--- src/rtl/display_scan_controller.sv ---
// display_scan_controller
//   Captures an unsigned binary value on a load handshake and converts it to
//   four BCD digits with a sequential shift-add-3 engine (one bit per clock).
//   The stored digits are time-multiplexed onto one active-low 7-segment bus
//   with a rotating one-hot active-low digit enable. Values of 10000 and up
//   display four dashes and raise overflow.
//
// Ports
//   clock    : system clock, rising edge
//   reset    : synchronous, active-low reset
//   binary   : [WIDTH-1:0] value to display
//   load     : capture request, taken only while the controller is idle
//   busy     : high while a conversion is in progress
//   overflow : last accepted value was >= 10000
//   seg      : [6:0] segments a..g on bits 0..6, active-low
//   an       : [3:0] digit enables, active-low one-hot, bit0 = ones
//
// Build option
//   LEADING_ZERO_BLANK_EN : when defined, leading zero digits above the ones
//   digit are blanked at commit time. Dashes are never blanked.

module display_scan_controller #(
  parameter int SCAN_DIV = 50000,
  parameter int WIDTH    = 32
) (
  input  logic             clock,
  input  logic             reset,
  input  logic [WIDTH-1:0] binary,
  input  logic             load,
  output logic             busy,
  output logic             overflow,
  output logic [6:0]       seg,
  output logic [3:0]       an
);

  localparam int               CNT_W     = (SCAN_DIV > 1) ? $clog2(SCAN_DIV) : 1;
  localparam logic [CNT_W-1:0] SCAN_LAST = CNT_W'(SCAN_DIV - 1);
  localparam logic [6:0]       SEG_DASH  = 7'b0111111;
  localparam logic [6:0]       SEG_BLANK = 7'h7F;

  typedef enum logic [1:0] {IDLE, CONVERT, COMMIT} state_t;

  state_t           r_state;
  logic [13:0]      r_shift;
  logic [15:0]      r_bcd;
  logic [3:0]       r_iter;
  logic             r_ovf_cap;
  logic [15:0]      r_digits;
  logic             r_dash;
  logic [3:0]       r_blank;
  logic             r_ovf_disp;
  logic [CNT_W-1:0] r_scan_cnt;

  logic             w_wrap;
  logic [3:0]       w_an_next;
  logic [3:0]       w_nib;
  logic             w_blk;
  logic [6:0]       w_seg_next;
  logic [15:0]      w_bcd_adj;

  function automatic logic [15:0] bcd_adjust(input logic [15:0] b);
    logic [15:0] r;
    r = b;
    for (int i = 0; i < 4; i++) begin
      if (b[4*i +: 4] >= 4'd5) r[4*i +: 4] = b[4*i +: 4] + 4'd3;
    end
    return r;
  endfunction

  function automatic logic [6:0] seg_decode(input logic [3:0] nib);
    logic [6:0] s;
    case (nib)
      4'd0:    s = 7'b1000000;
      4'd1:    s = 7'b1111001;
      4'd2:    s = 7'b0100100;
      4'd3:    s = 7'b0110000;
      4'd4:    s = 7'b0011001;
      4'd5:    s = 7'b0010010;
      4'd6:    s = 7'b0000010;
      4'd7:    s = 7'b1111000;
      4'd8:    s = 7'b0000000;
      4'd9:    s = 7'b0010000;
      default: s = SEG_BLANK;
    endcase
    return s;
  endfunction

`ifdef LEADING_ZERO_BLANK_EN
  // A digit is blanked only if it and every digit above it are zero.
  function automatic logic [3:0] blank_mask(input logic [15:0] b);
    logic [3:0] m;
    m[3] = (b[15:12] == 4'd0);
    m[2] = m[3] && (b[11:8] == 4'd0);
    m[1] = m[2] && (b[7:4] == 4'd0);
    m[0] = 1'b0;
    return m;
  endfunction
`endif

  assign w_bcd_adj = bcd_adjust(r_bcd);

  // Conversion FSM; busy/overflow are registered one edge behind the state
  // so that they line up with the registered segment output.
  always_ff @(posedge clock) begin
    if (!reset) begin
      r_state    <= IDLE;
      r_iter     <= 4'd0;
      r_ovf_cap  <= 1'b0;
      r_digits   <= 16'd0;
      r_dash     <= 1'b0;
      r_blank    <= 4'b0000;
      r_ovf_disp <= 1'b0;
      busy       <= 1'b0;
      overflow   <= 1'b0;
    end else begin
      busy     <= (r_state != IDLE);
      overflow <= r_ovf_disp;
      case (r_state)
        IDLE: begin
          if (load) begin
            if (binary >= WIDTH'(10000)) begin
              r_ovf_cap <= 1'b1;
              r_state   <= COMMIT;
            end else begin
              r_ovf_cap <= 1'b0;
              r_shift   <= binary[13:0];
              r_bcd     <= 16'd0;
              r_iter    <= 4'd14;
              r_state   <= CONVERT;
            end
          end
        end
        CONVERT: begin
          {r_bcd, r_shift} <= {w_bcd_adj[14:0], r_shift, 1'b0};
          r_iter           <= r_iter - 4'd1;
          if (r_iter == 4'd1) r_state <= COMMIT;
        end
        COMMIT: begin
          r_dash     <= r_ovf_cap;
          r_ovf_disp <= r_ovf_cap;
          if (!r_ovf_cap) r_digits <= r_bcd;
`ifdef LEADING_ZERO_BLANK_EN
          r_blank    <= r_ovf_cap ? 4'b0000 : blank_mask(r_bcd);
`else
          r_blank    <= 4'b0000;
`endif
          r_state    <= IDLE;
        end
        default: r_state <= IDLE;
      endcase
    end
  end

  // Scan: seg is decoded from the digit the next enable points at, so an and
  // seg change on the same edge.
  assign w_wrap    = (r_scan_cnt == SCAN_LAST);
  assign w_an_next = w_wrap ? {an[2:0], an[3]} : an;

  always_comb begin
    w_nib = r_digits[3:0];
    w_blk = r_blank[0];
    case (w_an_next)
      4'b1101: begin w_nib = r_digits[7:4];   w_blk = r_blank[1]; end
      4'b1011: begin w_nib = r_digits[11:8];  w_blk = r_blank[2]; end
      4'b0111: begin w_nib = r_digits[15:12]; w_blk = r_blank[3]; end
      default: begin w_nib = r_digits[3:0];   w_blk = r_blank[0]; end
    endcase
  end

  assign w_seg_next = r_dash ? SEG_DASH : (w_blk ? SEG_BLANK : seg_decode(w_nib));

  always_ff @(posedge clock) begin
    if (!reset) begin
      r_scan_cnt <= '0;
      an         <= 4'b1110;
      seg        <= 7'b1000000;
    end else begin
      r_scan_cnt <= w_wrap ? '0 : r_scan_cnt + 1'b1;
      an         <= w_an_next;
      seg        <= w_seg_next;
    end
  end

endmodule
--- config.mk ---
export PLATFORM = sky130hd
export DESIGN_NAME = display_scan_controller
export DESIGN_NICKNAME = d
export VERILOG_FILES = /design/src/rtl/display_scan_controller.sv
export SDC_FILE = /design/constraint.sdc
export NUM_CORES = 1
export LEC_CHECK = 0
export BUFFER_PORTS_ARGS = -buffer_cell sky130_fd_sc_hd__buf_2
export CORE_AREA = 3 3 90 92
export DETAILED_ROUTE_END_ITERATION = 12
export DIE_AREA = 0 0 93 95
export GPL_ROUTABILITY_DRIVEN = 0
export HOLD_SLACK_MARGIN = 0.02
export PLACE_DENSITY = 0.76
export SLEW_MARGIN = 20
export SYNTH_ARGS = -nofsm -noshare
export SYNTH_HDL_FRONTEND = slang
export SYNTH_SLANG_ARGS = --single-unit
--- constraint.sdc ---
create_clock -name clock -period 3.5 [get_ports clock]
set_input_delay 0.35 -clock clock [delete_from_list [all_inputs] [get_ports clock]]
set_output_delay 0.35 -clock clock [all_outputs]
set_load 0.02 [all_outputs]
# Yosys cells after proc, flatten, opt, wreduce, memory -nomap -nowiden
# Memories as Yosys holds them, arrays and structs flattened.
# Cells that the tools add are included.
# classes
n_addsub,6
n_lt_le_gt_ge,5
n_eq_ne,10
muxes,21
bitwise_logic,2
reduce_logical,9
# ops
cell,n
$ge 32x14->1 const B,1
$mux 16,2
$pmux 16 s2,1
$mux 14,2
$pmux 14 s2,1
$mux 4,6
$add 16x1->16 const B,1
$eq 16x16->1 const B,1
$ge 4x3->1 const B,4
$add 4x2->4 const B,3
$pmux 4 s3,1
$eq 4x4->1 const B,2
$pmux 4 s2,1
$mux 7,1
$mux 2,3
$ne 2x2->1 const B,3
$reduce_and 2->1,3
$eq 4x1->1 const B,1
$eq 4x3->1 const B,1
$pmux 2 s2,1
$reduce_and 4->1,1
$reduce_bool 2->1,2
$sub 4x1->4 const B,1
$add 3x2->3 const B,1
other kinds (8),9
# totals
reg_bits,83
rom_bits,112
out_inout_bits,13
mem_count,1
# mem_list
memory,depth,word_bits,read_ports,rd_clocked_by_memory_dff,write_ports,line_no,text
(no name shown),16,7,1,0,0,72,case (nib)

# Depth between registers and ports, before layout
# An unclocked memory read counts as a cell.
# logic_depth
ltp_word,6
mapped_depth,12
mapped_depth_nobuf,11

# Worst setup path after synthesis
# No wires, ideal clock.
# synth_timing
path_type,register -> register
start,reg r_scan_cnt[4]
end,reg seg[6]
setup_ns,0.133
arrival_time_ns,2.921
setup_slack_ns,0.447
stages_incl_launch_ff,12
n_path_buf,1
path_cell_list,dfxtp_1 or4b_4 or4_4 buf_6 nor3_4 and3b_1 o22ai_1 inv_1 ha_1 mux2_1 a21oi_1 o21ai_1
# synth_via
elab_chain_len,6
elab_cells_between_ends,8
classes_between,eq/ne (4); mux (3); memory (1)
# synth_rtl
item,line_no,text
from (decl),52,logic [CNT_W-1:0] r_scan_cnt;
from (signal assigned),178,r_scan_cnt <= w_wrap ? '0 : r_scan_cnt + 1'b1;
$eq 16x16->1 *,156,assign w_wrap = (r_scan_cnt == SCAN_LAST);
$mux 4 *,157,"assign w_an_next = w_wrap ? {an[2:0], an[3]} : an;"
$eq 4x3->1 or $eq 4x4->1 (tied branches),162,case (w_an_next)
$pmux 4 s3 *,162,
$mem_v2 16x7 *,n/a,
$mux 7 *,170,assign w_seg_next = r_dash ? SEG_DASH : (w_blk ? SEG_BLANK : seg_decode(w_nib));
to (signal assigned),180,seg <= w_seg_next;
to (decl),32,"output logic [6:0] seg,"
# Every way passes the cells marked *; elsewhere a longest branch is shown, timed or not.
# A chain may end at the register's enable or synchronous reset.

# Final worst setup path
# layout_timing
start,reg r_scan_cnt[4]
end,reg seg[3]
# The elaborated chain is that of the path after synthesis.

==> results.toml <==
[floorplanning]
die_w_um = 93
fp.dieH_um = 95
die_area_um2 = 8840
rows = 31
initial_core_util_pct = 56.2
io_pins = 48
coreArea_um2 = 7290

[power]
comb_power_share_pct = 5.1
p_int_mw = 1.42
p_sw_share_pct = 21.2
p_clk_share_pct = 38.1
p_leak_nw = 1.86
power.density_nw_per_um2 = 391
p_seq_share_pct = 56.8
total_power_mw = 1.80
switchingPower_mw = 0.381
ir_drop_v = 0.000232

[clock_tree]
cts_root_buf = "clkbuf_8"
holdBufCountCts = 0
cts_htree_levels = 3
post_cts_resized = 0
cts_sinks = 83
clk_path_buf_depth = 2
post-cts-setup-buffers = 0
cts_tree = "done"
clk_pin_slew_ps = 80
numCtsBuffers = 9
insertion_delay_ps = 340

[logic_synthesis]
yosys.cell_count.top_type = "nand2_1"
synthXorXnorAreaFrac_pct = 4.70
synth_compound_area_share_pct = 11.9
syn_area_um2 = 4100
synthAdderAreaFrac_pct = 3.66
yosysSeqAreaShare_pct = 47.9
synth_nets = 499
synth_mux_area_share_pct = 1.34
ys_ff_latch = 83
synth_edf_count = 30
synth_top_family_by_area = "simple AND/OR/NAND/NOR gates"
avgSynthCellArea_um2 = 9.07
synth-simple-area-share_pct = 27.5
synth.largest_area_cell = "dfxtp_1"
synth_commonest_cells = "nand2_1 (103), dfxtp_1 (53), nor2_1 (44)"
yosysTopAreaCellShare_pct = 25.9
yosys_warnings = 0
synth_flop_cell = "dfxtp_1"
ys_types = 56
synth_area_leaders = "dfxtp_1 (26%), edfxtp_1 (22%), nand2_1 (9.4%)"
syn-instance-count = 452
synthArstFlopShare_pct = 0

[timing]
max_freq_mhz = 311
clock_skew_ps = 8.64
fin_crit_ps = 3210
grt_setup_unrepaired = "no"
fin_crit_sh_pct = 91.8
relSlewSlack_pct = 36.8
fin_tns_setup_ps = 0
tightestPinTransition_ps = 945
finalHoldViolCount = 0
setup_viol = 0
drv_slew = 0

[global_route]
grt_pass1_vias = 3140
grt_pass1_wl_um = 13400
grt_use_total_pct = 19.0
grt_overflow = 0
grt_max_degree = 41
antenna_found_initial = 0

[final_layout]
areaGrowthSynthToFinish_pct = 12.4
layout.nets = 541
layoutNonFillerInstCount = 598
antenna_cells = 0
fill_cells = 654
drive_above_1_share_pct = 14.6

[drt]
vias = 3216
dr.pass1.iters = 4
wl_um = 7760
viasPerCell = 5.38
wl_per_cell_um = 13.0
detail-route-antenna-nets = 0
drt_iter0_drc = 125
drcViolationCount = 0

[critical_path]
arrival_ps = 3440
crit_family = "simple AND/OR/NAND/NOR gates"
required_ps = 3730
crit_path_start_kind = "flip-flop"
end_kind = "flip-flop"
crit_chain = "or4b_4, or4_4, mux2i_2, and4_1, a2111oi_4, a21oi_1, o41a_1"
critPathKind = "reg2reg"
slowest_stage = "or4_4"
max_stage_delay_ps = 630
path_max_fanout = 10
crit_buf_inv = 0

[job]
maxCapViolations = 0

[placement]
dp.final_hpwl_um = 5520
dp_cells = 582
port_buffers = 47

[outcome]
run_status = "complete, no violations"

[hold_path]
hp-class = "in2reg"
[stage by stage]
stage / hold WS [ps] / setup slack (ps) / util, % / cell area [µm²]
floorplan: 413 / 447 / - / 4100
global placement: 426 / 366 / 60.3 / 4400
detailed placement: 436 / 327 / 60.3 / 4400
CTS: 256 / 306 / 63.1 / 4600
global route: 274 / 76.6 / 63.1 / 4600
finish: 270 / 286 / 63.1 / 4600
[final cells by class]
type	instances	area [µm²]	area share (%)
timing repair buffer	49	250	5.43
clock buffer	16	203	4.40
inverter	13	48.8	1.06
sequential	83	1960	42.6
tap	99	124	2.69
multi-input combinational	338	2020	43.8
[sequential cells by signal, indices dropped and copies added, names as in the netlist]
name / flops
an: 4
busy: 1
overflow: 1
r_bcd: 16
r_digits: 16
r_iter: 4
r_ovf_cap: 1
r_ovf_disp: 1
r_scan_cnt: 16
r_shift: 14
r_state: 2
seg: 7
[kinds of logic after synthesis]
family | Yosys count
adder cells (fa/ha/maj) | 12
buffers and inverters | 31
AND/OR/NAND/NOR | 229
AO/OA/AOI/OAI | 70
flip-flops | 83
XOR/XNOR | 22
multiplexers | 5
[final timing paths]
kind | to | cells after the start | from | slack (ps)
setup / recovery | seg[3] | 7 | r_scan_cnt[4] | 290
setup reg to reg | seg[3] | 7 | r_scan_cnt[4] | 290
hold / removal | r_shift[1] | 3 | binary[1] | 270
hold reg to reg | r_scan_cnt[0] | 1 | r_scan_cnt[0] | 460
[worst reg2reg max path: stages, from the launching register on]
cell       delay (ps)
dfxtp_1           370
or4b_4            570
or4_4             630
mux2i_2           210
and4_1            240
a2111oi_4         480
a21oi_1           170
o41a_1            430
[layout by cell type, fill, tap and decap left out, types with 9 or more instances in the layout]
cell and n:
nand2_1 103, clkbuf_8 10, buf_2 47, xor2_1 12, nand3_1 14, nand2b_1 9, xnor2_1 10, a21boi_0 20
dfxtp_1 53, nor2_1 43, ha_1 12, a21oi_1 22, edfxtp_1 30, inv_1 13, and3_1 11
[routing by layer]
metal  track usage, %  share of wire [%]  routed length (µm)
met5                0                  0                   0
met4             9.04                1.5                 120
met3             3.03                4.0                 310
met2             33.3                 50                3860
met1             22.7                 45                3460
[power by group through the flow]
stage               combinational, mW  sequential, mW  clock [mW]
global route                    0.105            1.02       0.732
detailed placement             0.0927            1.04           0
floorplan                      0.0530            1.05           0
CTS                            0.0929            1.02       0.700
global placement               0.0906            1.04           0
finish                         0.0915            1.02       0.686
Note: power is estimated with default switching activity, not from simulation.
